`src/rtl/fetch.sv`:
```
// Instruction fetch stage: PC, imem request, IF/ID register and a one-entry skid buffer.
// The skid buffer catches a word that arrives while decode is stalled.
module fetch #(
  parameter logic [31:0] RESET_PC = 32'h0000_0000
) (
  input  logic        clk,
  input  logic        reset,
  input  logic        stall,
  input  logic        branch_taken,
  input  logic [31:0] branch_target,
  output logic        imem_req,
  output logic [31:0] imem_addr,
  input  logic        imem_ready,
  input  logic [31:0] imem_rdata,
  output logic [31:0] instruction,
  output logic [31:0] pc_plus4,
  output logic        instr_valid
);

  localparam logic [0:0] FETCH = 1'b0;
  localparam logic [0:0] HOLD  = 1'b1;

  logic [0:0]  state_q, state_d;
  logic [31:0] pc_q, pc_d;
  logic [31:0] skid_instr_q, skid_instr_d;
  logic [31:0] skid_pc4_q, skid_pc4_d;
  logic [31:0] instr_q, instr_d;
  logic [31:0] pc4_q, pc4_d;
  logic        valid_q, valid_d;
  logic        can_accept;
  logic [31:0] pc_inc;

  assign can_accept  = !valid_q || !stall;
  assign pc_inc      = pc_q + 32'd4;
  assign imem_addr   = pc_q;
  assign imem_req    = (state_q == FETCH) && !reset;
  assign instruction = instr_q;
  assign pc_plus4    = pc4_q;
  assign instr_valid = valid_q;

  always_comb begin
    state_d      = state_q;
    pc_d         = pc_q;
    skid_instr_d = skid_instr_q;
    skid_pc4_d   = skid_pc4_q;
    instr_d      = instr_q;
    pc4_d        = pc4_q;
    valid_d      = valid_q;
    // A redirect wins over everything except reset; the skid word and any returning data are dropped.
    if (branch_taken) begin
      pc_d         = {branch_target[31:2], 2'b00};
      valid_d      = 1'b0;
      instr_d      = 32'd0;
      skid_instr_d = 32'd0;
      skid_pc4_d   = 32'd0;
      state_d      = FETCH;
    end else if (state_q == FETCH) begin
      if (imem_ready) begin
        pc_d = pc_inc;
        if (can_accept) begin
          instr_d = imem_rdata;
          pc4_d   = pc_inc;
          valid_d = 1'b1;
        end else begin
          skid_instr_d = imem_rdata;
          skid_pc4_d   = pc_inc;
          state_d      = HOLD;
        end
      end else if (!stall) begin
        valid_d = 1'b0;
        instr_d = 32'd0;
      end
    end else if (!stall) begin
      instr_d = skid_instr_q;
      pc4_d   = skid_pc4_q;
      valid_d = 1'b1;
      state_d = FETCH;
    end
  end

  always_ff @(posedge clk) begin
    if (reset) begin
      state_q      <= FETCH;
      pc_q         <= RESET_PC;
      skid_instr_q <= 32'd0;
      skid_pc4_q   <= 32'd0;
      instr_q      <= 32'd0;
      pc4_q        <= 32'd0;
      valid_q      <= 1'b0;
    end else begin
      state_q      <= state_d;
      pc_q         <= pc_d;
      skid_instr_q <= skid_instr_d;
      skid_pc4_q   <= skid_pc4_d;
      instr_q      <= instr_d;
      pc4_q        <= pc4_d;
      valid_q      <= valid_d;
    end
  end

endmodule

```
`config.mk`:
```
export PLATFORM = sky130hd
export DESIGN_NAME = fetch
export DESIGN_NICKNAME = d
export VERILOG_FILES = /design/src/rtl/fetch.sv
export SDC_FILE = /design/constraint.sdc
export NUM_CORES = 1
export LEC_CHECK = 0
export ABC_AREA = 0
export CORE_MARGIN = 8
export CORE_UTILIZATION = 50
export CTS_CLUSTER_DIAMETER = 80
export CTS_CLUSTER_SIZE = 40
export DETAILED_ROUTE_END_ITERATION = 6
export PLACE_DENSITY = 0.8
export SLEW_MARGIN = 30
export SYNTH_ARGS = -nofsm -noshare
export SYNTH_HDL_FRONTEND = slang
export SYNTH_SLANG_ARGS = --single-unit
```
`constraint.sdc`:
```
create_clock -name clk -period 2.67 [get_ports clk]
set_input_delay 0.6675 -clock clk [delete_from_list [all_inputs] [get_ports clk]]
set_output_delay 0.6675 -clock clk [all_outputs]
set_load 0.05 [all_outputs]
```
==> impl_metrics.env, run 1 <==
export IMPL_status="complete, no violations"
export IMPL_endpoint_kind="output pin"
export IMPL_rrSetupSlack_ns=0.25
export IMPL_path_max_fanout=10
export IMPL_numPortBuffers=160
export IMPL_pwr_density_cell_nw_per_um2=611
export IMPL_slew_viol_final=0
export IMPL_die_area_um2=18400
export IMPL_required_ns=2.00
export IMPL_wirelength_um=20800
export IMPL_holdCritStartpoint="pc_plus4[14]$_SDFFE_PP0P_"
export IMPL_drv_cap=0
export IMPL_timing_final_crit_share_pct=94.2
export IMPL_cts_reportedPaths_clkPinSlew_ns=0.06
export IMPL_htreeDepth=4
export IMPL_grt_overflow=0
export IMPL_critical_path_top_delay_family="buffers and inverters"
export IMPL_die_h_um=136
export IMPL_diodes=0
export IMPL_worst_slack_ns=0.155
export IMPL_critPathKind="reg -> out"
export IMPL_antenna_left=0
export IMPL_clock_skew_ns=0.00636
export IMPL_ios=167
export IMPL_hold_violations=0
export IMPL_area_delta_synth_final_pct=33.0
export IMPL_syn_inst=891
export IMPL_whs_ns=0.448
export IMPL_synth_area_per_cell_um2=8.05
export IMPL_cts_setup_buffers=0
export IMPL_start_util_pct=51.5
export IMPL_ys_seq_area_share_pct=43.5
export IMPL_cts_sinks=156
export IMPL_postCtsHoldBufs=0
export IMPL_grt_max_degree=65
export IMPL_drc_errors=0
export IMPL_finalWeightedCongestion=0.832
export IMPL_arrival_ns=1.85
export IMPL_ys_seq_elements=156
export IMPL_ys_flop_type="dfxtp_1"
export IMPL_vias_per_cell=5.64
export IMPL_root_buffer="clkbuf_16"
export IMPL_synth_async_sr_flop_share_pct=0
export IMPL_fillers=1133
export IMPL_ir_drop_mv=0.471
export IMPL_path_buf_inv=1
export IMPL_r2r_start="imem_addr[3]$_SDFFE_PP0P_"
export IMPL_instances_no_fill=1215
export IMPL_pre_cts_ws_ns=0.0829
export IMPL_p_leak_nw=3.40
export IMPL_min_path_type="reg -> reg"
export IMPL_tightest_slew_ns=0.600
export IMPL_syn_area_um2=7170
export IMPL_grt_pass1_wl_um=33300
export IMPL_slew_headroom_pct=59.9
export IMPL_rows=43
export IMPL_setup_violations_final=0
export IMPL_cts_resized=0
export IMPL_antenna_found_initial=0
export IMPL_clkLatencyLatePin_ns=0.43
export IMPL_groute_usage_overall_pct=22.4
export IMPL_core_area_um2=13900
export IMPL_crit_start="imem_addr[18]$_SDFFE_PP0P_"
export IMPL_critPathSlowestCell="clkdlybuf4s50_1"
export IMPL_first_iter_violations=533
export IMPL_dp_hpwl_um=14200
export IMPL_final_common_cell="clkdlybuf4s50_1"
export IMPL_grt_pass1_vias=6598
export IMPL_layout_common_cells="clkdlybuf4s50_1 (158), dfxtp_1 (155), nand2_1 (121)"
export IMPL_fmax_mhz=398
export IMPL_drt_wirelength_per_cell_um=17.1
export IMPL_dieWidth_um=136
export IMPL_yosysWarnings=0
export IMPL_tns_ns=0
export IMPL_cts_tree="yes"
export IMPL_dp_cells=1184
export IMPL_drive_gt1_share_pct=7.54
export IMPL_ys_types=55
export IMPL_clockBufferDepth=2
export IMPL_rsz0062_at_grt="no"
export IMPL_layout_min_cycle_time_ns=2.51
export IMPL_cts_made_buffers=17
export IMPL_slowest_delay_ns=0.89
export IMPL_drt_pass1_iterations=5
export IMPL_worstPathCellList="clkdlybuf4s50_1"
export IMPL_via_count=6852
export IMPL_synth_edf_count=0
export IMPL_final_nets=1093
export IMPL_cp_start_kind="register"
flip-flops by register name, indices dropped and copies added, names as in the netlist:
register and flops:
instruction 32, skid_instr_q 32, imem_addr 30, pc_plus4 30
skid_pc4_q 30, instr_valid 1, state_q 1
cells in the mapped netlist (2+ instances only):
library cell / instances / area, um2
o31ai_1: 3 / 22.5
dfxtp_1: 156 / 3120
o311ai_0: 2 / 17.5
buf_6: 3 / 33.8
nor3b_1: 2 / 15.0
a211o_1: 2 / 17.5
and4_1: 4 / 35.0
nand4b_1: 2 / 17.5
clkbuf_1: 62 / 233
nor2b_1: 2 / 12.5
nor2_1: 99 / 372
buf_2: 2 / 10.0
and3_1: 39 / 244
nand2_1: 121 / 454
xor2_1: 13 / 114
nand3b_1: 2 / 15.0
xnor2_1: 30 / 263
nand3_1: 16 / 80.1
nor4_1: 10 / 62.6
buf_4: 6 / 45.0
nor3_1: 26 / 130
o21ai_0: 46 / 230
o22ai_1: 5 / 31.3
a21oi_1: 107 / 536
o21a_1: 5 / 37.5
a311oi_1: 4 / 35.0
or3_1: 2 / 12.5
a31oi_1: 3 / 18.8
inv_1: 7 / 26.3
nand4_1: 9 / 56.3
buf_1: 2 / 7.51
a221oi_1: 7 / 61.3
or4_4: 2 / 22.5
mux2i_1: 7 / 70.1
clkbuf_8: 7 / 96.3
o21bai_1: 5 / 37.5
a211oi_1: 53 / 398
cell families after synthesis:
kind of cell             after synthesis  synth area share [%]
XOR/XNOR                              43                  5.25
buffers and inverters                 91                  6.51
flip-flops                           156                  43.5
AND/OR/NAND/NOR                      344                  22.6
AO/OA/AOI/OAI                        248                  20.9
adder cells (fa/ha/maj)                1                 0.174
multiplexers                           7                 0.977
other                                  1                0.0523
metrics by stage:
stage / instance area (um2) / total power [W] / util, %
2_1_floorplan: 7180 / 0.00312 / -
3_3_place_gp: 8950 / 0.00348 / 64.3
3_5_place_dp: 8950 / 0.00349 / 64.3
4_1_cts: 9540 / 0.00585 / 68.5
5_1_grt: 9540 / 0.00601 / 68.5
6_report: 9540 / 0.00582 / 68.5
path summary, 6_finish.rpt:
| kind | endpoint | depth (start not counted) |
|---|---|---|
| setup reg to reg | pc_plus4[28]$_SDFFE_PP0P_ | 6 |
| setup / recovery | imem_addr[18] | 1 |
| hold / removal | pc_plus4[14]$_SDFFE_PP0P_ | 2 |
| hold reg to reg | pc_plus4[14]$_SDFFE_PP0P_ | 2 |
layout make-up:
class / instances / area, um2 / area share (%)
Clock buffer: 26 / 529 / 5.55
Clock inverter: 5 / 55.1 / 0.577
Inverter: 7 / 26.3 / 0.275
Multi-Input combinational cell: 647 / 3620 / 37.9
Sequential cell: 156 / 3120 / 32.8
Tap cell: 180 / 225 / 2.36
Timing Repair Buffer: 194 / 1960 / 20.6
routing by layer:
metal	up-vias	GRT usage, %	share of wire, %	wire length [um]
li1	3394	-	-	-
met1	3208	28.4	44	9130
met2	224	35.6	47	9700
met3	26	7.20	7.9	1640
met4	0	6.97	1.5	316
met5	-	0	0	0
where the power goes:
| group | switching [W] | internal, W | total (W) | leakage [nW] |
|---|---|---|---|---|
| Sequential | 0.0000911 | 0.00241 | 0.00250 | 1.27 |
| Combinational | 0.000579 | 0.000364 | 0.000943 | 1.85 |
| Clock | 0.000930 | 0.00145 | 0.00238 | 0.284 |
No activity file was read; power rests on OpenSTA's default activity.
==> run 2: changes to the inputs <==
- clock period: 2.67 -> 3.15 ns (I/O delays scaled with it)
==> impl_metrics.env, run 2 (synthesized netlist as in run 1, its figures left out) <==
export IMPL_status="complete, no violations"
export IMPL_comb_power_share_pct=15.4
export IMPL_slowest_delay_ns=0.91
export IMPL_start_util_pct=51.5
export IMPL_area_delta_synth_final_pct=32.2
export IMPL_p_int_w=0.00375
export IMPL_tightest_slew_ns=0.628
export IMPL_critical_path_top_delay_family="buffers and inverters"
export IMPL_diodes=0
export IMPL_arrival_ns=1.87
export IMPL_setup_violations_final=0
export IMPL_drc_errors=0
export IMPL_clock_skew_ns=0.00940
export IMPL_rows=43
export IMPL_die_area_um2=18400
export IMPL_slew_headroom_pct=58.1
export IMPL_rrSetupSlack_ns=0.59
export IMPL_drive_gt1_share_pct=6.81
export IMPL_whs_endpoint="pc_plus4[14]$_SDFFE_PP0P_"
export IMPL_crit_cells=1
export IMPL_core_area_um2=13900
export IMPL_holdCritStartpoint="pc_plus4[14]$_SDFFE_PP0P_"
export IMPL_worstPathCellList="clkdlybuf4s50_1"
export IMPL_groute_usage_overall_pct=21.9
export IMPL_cts_setup_buffers=0
export IMPL_cts_made_buffers=17
export IMPL_hold_violations=0
export IMPL_final_common_cell="clkdlybuf4s50_1"
export IMPL_whs_ns=0.451
export IMPL_ir_drop_mv=0.366
export IMPL_critPathKind="reg -> out"
export IMPL_p_sw_share_pct=26.3
export IMPL_p_leak_nw=3.38
export IMPL_r2r_end="pc_plus4[28]$_SDFFE_PP0P_"
export IMPL_dp_hpwl_um=13700
export IMPL_via_count=6779
export IMPL_ios=167
export IMPL_post_route_util_pct=68.0
export IMPL_endpoint_kind="output pin"
export IMPL_grt_pass1_vias=6223
export IMPL_grt_max_degree=65
export IMPL_cts_sinks=156
export IMPL_root_buffer="clkbuf_16"
export IMPL_drt_pass1_iterations=5
export IMPL_wirelength_um=20300
export IMPL_clkLatencyLatePin_ns=0.42
export IMPL_numPortBuffers=160
export IMPL_rsz0062_at_grt="no"
export IMPL_required_ns=2.36
export IMPL_vias_per_cell=5.61
export IMPL_htreeDepth=4
export IMPL_hold_path_depth=2
export IMPL_dieWidth_um=136
export IMPL_path_max_fanout=10
export IMPL_final_nets=1086
export IMPL_layout_min_cycle_time_ns=2.66
export IMPL_critPathSlowestCell="clkdlybuf4s50_1"
export IMPL_cts_tree="yes"
export IMPL_min_path_type="reg -> reg"
export IMPL_cts_reportedPaths_clkPinSlew_ns=0.06
export IMPL_grt_overflow=0
export IMPL_finalWeightedCongestion=0.836
export IMPL_r2r_cells=6
export IMPL_drv_cap=0
export IMPL_r2r_start="imem_addr[2]$_SDFFE_PP0P_"
export IMPL_cp_start_kind="register"
export IMPL_pwr_share_clk_pct=42.8
export IMPL_first_iter_violations=598
export IMPL_fmax_mhz=377
export IMPL_fillers=1142
export IMPL_tns_ns=0
export IMPL_p_seq_share_pct=41.7
export IMPL_p_sw_w=0.00134
export IMPL_clockBufferDepth=2
export IMPL_antenna_left=0
export IMPL_timing_final_crit_share_pct=84.3
export IMPL_drt_wirelength_per_cell_um=16.8
export IMPL_slew_viol_final=0
export IMPL_postCtsHoldBufs=0
export IMPL_path_buf_inv=1
export IMPL_layout_common_cells="clkdlybuf4s50_1 (158), dfxtp_1 (155), nand2_1 (121)"
export IMPL_cts_resized=0
export IMPL_antenna_found_initial=0
export IMPL_pwr_density_cell_nw_per_um2=537
export IMPL_grt_pass1_wl_um=32500
export IMPL_die_h_um=136
[run 2: metal layers]
layer / GRT usage, % / part of all wire (%)
met2: 33.9 / 46
met5: 0 / 0
met1: 28.8 / 44
met4: 7.09 / 1.6
met3: 6.12 / 8.3
[run 2: stage by stage]
stage	instances	worst slack (ns)	cell area (um2)	total power, W
2_1_floorplan	894	0.404	7180	0.00265
3_3_place_gp	1177	0.231	8850	0.00294
3_5_place_dp	1177	0.227	8850	0.00294
4_1_cts	1208	0.482	9480	0.00511
5_1_grt	1208	0.369	9480	0.00526
6_report	1208	0.495	9480	0.00509
[run 2: power by group through the flow]
stage	sequential, W	clock (W)	combinational [W]
after floorplan	0.00236	0	0.000288
after global placement	0.00216	0	0.000775
after detailed placement	0.00216	0	0.000780
after CTS	0.00212	0.00220	0.000786
after global routing	0.00213	0.00229	0.000834
final	0.00212	0.00218	0.000785
[run 2: layout make-up]
| cell class | instances | area [um2] | area share (%) |
|---|---|---|---|
| multi-input cells | 647 | 3620 | 38.2 |
| flip-flops and latches | 156 | 3120 | 33.0 |
| repair buffers | 187 | 1860 | 19.6 |
| clock buffers | 24 | 492 | 5.19 |
| well taps | 180 | 225 | 2.38 |
| clock inverters | 7 | 135 | 1.43 |
| inverters | 7 | 26.3 | 0.277 |
[run 2: how the worst max path moves through the flow]
stage | to | slack [ns] | startpoint
final | imem_addr[6] | 0.49 | imem_addr[6]$_SDFFE_PP0P_
after global routing | pc_plus4[23]$_SDFFE_PP0P_ | 0.37 | imem_ready
after CTS | imem_addr[6] | 0.48 | imem_addr[6]$_SDFFE_PP0P_
after detailed placement | pc_plus4[19]$_SDFFE_PP0P_ | 0.23 | imem_ready
after global placement | pc_plus4[23]$_SDFFE_PP0P_ | 0.23 | imem_ready
after floorplan | imem_req | 0.40 | reset
==> run 3: changes to the inputs <==
- CORE_UTILIZATION: 50 -> 45
- PLACE_DENSITY: 0.8 -> 0.76
- clock period: 3.15 -> 2.4 ns (I/O delays scaled with it)
==> impl_metrics.env, run 3 (synthesized netlist as in run 1, its figures left out) <==
export IMPL_antenna_found_initial=0
export IMPL_r2r_end="imem_addr[18]$_SDFFE_PP0P_"
export IMPL_p_leak_nw=3.68
export IMPL_p_int_w=0.00477
export IMPL_drt_pass1_iterations=5
export IMPL_critical_path_top_delay_family="buffers and inverters"
export IMPL_hold_violations=0
export IMPL_drv_cap=0
export IMPL_ios=167
export IMPL_fillers=1374
export IMPL_cts_reportedPaths_clkPinSlew_ns=0.06
export IMPL_required_ns=1.80
export IMPL_grt_pass1_vias=6475
export IMPL_critPathKind="reg -> out"
export IMPL_cts_sinks=156
export IMPL_via_count=6783
export IMPL_final_common_cell="dfxtp_1"
export IMPL_hold_path_depth=2
export IMPL_setup_violations_final=0
export IMPL_slew_headroom_pct=60.2
export IMPL_fmax_mhz=425
export IMPL_rsz0062_at_grt="no"
export IMPL_p_sw_share_pct=27.5
export IMPL_grt_overflow=0
export IMPL_slew_viol_final=0
export IMPL_clkLatencyLatePin_ns=0.42
export IMPL_post_route_util_pct=62.0
export IMPL_comb_power_share_pct=16.3
export IMPL_area_delta_synth_final_pct=35.9
export IMPL_cts_made_buffers=17
export IMPL_p_sw_w=0.00181
export IMPL_postCtsHoldBufs=0
export IMPL_cp_start_kind="register"
export IMPL_r2r_start="imem_addr[3]$_SDFFE_PP0P_"
export IMPL_slowest_delay_ns=0.87
export IMPL_finalWeightedCongestion=0.839
export IMPL_min_path_type="reg -> reg"
export IMPL_status="complete, no violations"
export IMPL_pwr_density_cell_nw_per_um2=674
export IMPL_dp_hpwl_um=14300
export IMPL_cts_tree="yes"
export IMPL_cts_setup_buffers=0
export IMPL_antenna_left=0
export IMPL_drc_errors=0
export IMPL_die_h_um=142
export IMPL_power_w=0.00658
export IMPL_tightest_slew_ns=0.596
export IMPL_ir_drop_mv=0.475
export IMPL_diodes=0
export IMPL_path_max_fanout=6
export IMPL_critPathSlowestCell="clkdlybuf4s50_1"
export IMPL_clockBufferDepth=2
export IMPL_r2r_cells=6
export IMPL_htreeDepth=4
export IMPL_grt_max_degree=55
export IMPL_layout_common_cells="dfxtp_1 (153), clkdlybuf4s50_1 (140), nand2_1 (121)"
export IMPL_wirelength_um=20400
export IMPL_clock_skew_ns=0.00535
export IMPL_endpoint_kind="output pin"
export IMPL_dieWidth_um=142
export IMPL_drive_gt1_share_pct=9.41
export IMPL_pwr_share_clk_pct=41.5
export IMPL_core_area_um2=15700
export IMPL_root_buffer="clkbuf_16"
export IMPL_grt_pass1_wl_um=33000
export IMPL_numPortBuffers=160
export IMPL_pre_cts_ws_ns=-0.0716
export IMPL_worst_slack_ns=0.0477
export IMPL_path_buf_inv=1
export IMPL_groute_usage_overall_pct=20.2
export IMPL_holdCritStartpoint="pc_plus4[14]$_SDFFE_PP0P_"
export IMPL_whs_endpoint="pc_plus4[14]$_SDFFE_PP0P_"
export IMPL_start_util_pct=45.6
export IMPL_multi_input_area_um2=3630
export IMPL_vias_per_cell=5.35
export IMPL_layout_min_cycle_time_ns=2.35
export IMPL_layout_area_seq_um2=3130
export IMPL_rrSetupSlack_ns=0.16
export IMPL_die_area_um2=20200
export IMPL_whs_ns=0.452
export IMPL_drt_wirelength_per_cell_um=16.1
export IMPL_rows=46
export IMPL_timing_final_crit_share_pct=98.0
export IMPL_p_seq_share_pct=42.2
export IMPL_worstPathCellList="clkdlybuf4s50_1"
export IMPL_final_nets=1109
export IMPL_first_iter_violations=392
export IMPL_arrival_ns=1.75
[run 3: per-stage QoR]
step / area, um2 / instances / setup TNS, ns
6_report: 9750 / 1268 / 0
5_1_grt: 9750 / 1268 / 0
4_1_cts: 9710 / 1268 / 0
3_5_place_dp: 9120 / 1236 / -0.171
3_3_place_gp: 9120 / 1236 / -0.0918
2_1_floorplan: 7190 / 894 / 0
[run 3: power by group through the flow]
stage | Clock [W] | Sequential, W | Combinational [W]
finish | 0.00273 | 0.00277 | 0.00107
global route | 0.00287 | 0.00278 | 0.00114
CTS | 0.00276 | 0.00277 | 0.00108
detailed placement | 0 | 0.00283 | 0.00107
global placement | 0 | 0.00283 | 0.00107
floorplan | 0 | 0.00310 | 0.000378
[run 3: cell type report]
type | count | share of cell area, %
clock inverter | 10 | 1.44
tap | 216 | 2.77
timing repair buffer | 210 | 21.6
clock buffer | 22 | 4.66
sequential | 156 | 32.1
multi-input combinational | 647 | 37.2
inverter | 7 | 0.270
[run 3: worst register-to-register path, delay by kind of cell, from the launching register on]
family / cells / cell delay (ns)
DFF: 1 / 0.38
and+or+nand+nor: 3 / 1.08
AOI/OAI and AO/OA: 1 / 0.25
buffers and inverters: 1 / 0.19
adders and majority gates: 1 / 0.26
[run 3: metal layers]
| layer | share of wire, % | GRT usage [%] | wire, um |
|---|---|---|---|
| met1 | 46 | 26.3 | 9310 |
| met2 | 46 | 31.6 | 9330 |
| met3 | 7.3 | 5.33 | 1480 |
| met4 | 1.5 | 6.78 | 310 |
| met5 | 0 | 0 | 0 |
[run 3: worst max-delay path by stage]
stage,startpoint,slack [ns],depth (start not counted),endpoint
after global routing,imem_addr[13]$_SDFFE_PP0P_,0.0005,1,imem_addr[13]
final,imem_addr[13]$_SDFFE_PP0P_,0.05,1,imem_addr[13]
after global placement,imem_ready,-0.04,7,imem_addr[18]$_SDFFE_PP0P_
after CTS,imem_addr[9]$_SDFFE_PP0P_,0.006,2,imem_addr[9]
after floorplan,imem_addr[6]$_SDFFE_PP0P_,0.007,7,pc_plus4[30]$_SDFFE_PP0P_
after detailed placement,imem_ready,-0.07,7,imem_addr[18]$_SDFFE_PP0P_
[run 3: repair_timing]
| item | in CTS | in global routing |
|---|---|---|
| resized for setup | 3 | 15 |
| pin swaps | 0 | 0 |
| cloned | 0 | 0 |
| endpoints found under the setup margin | 3 | 16 |
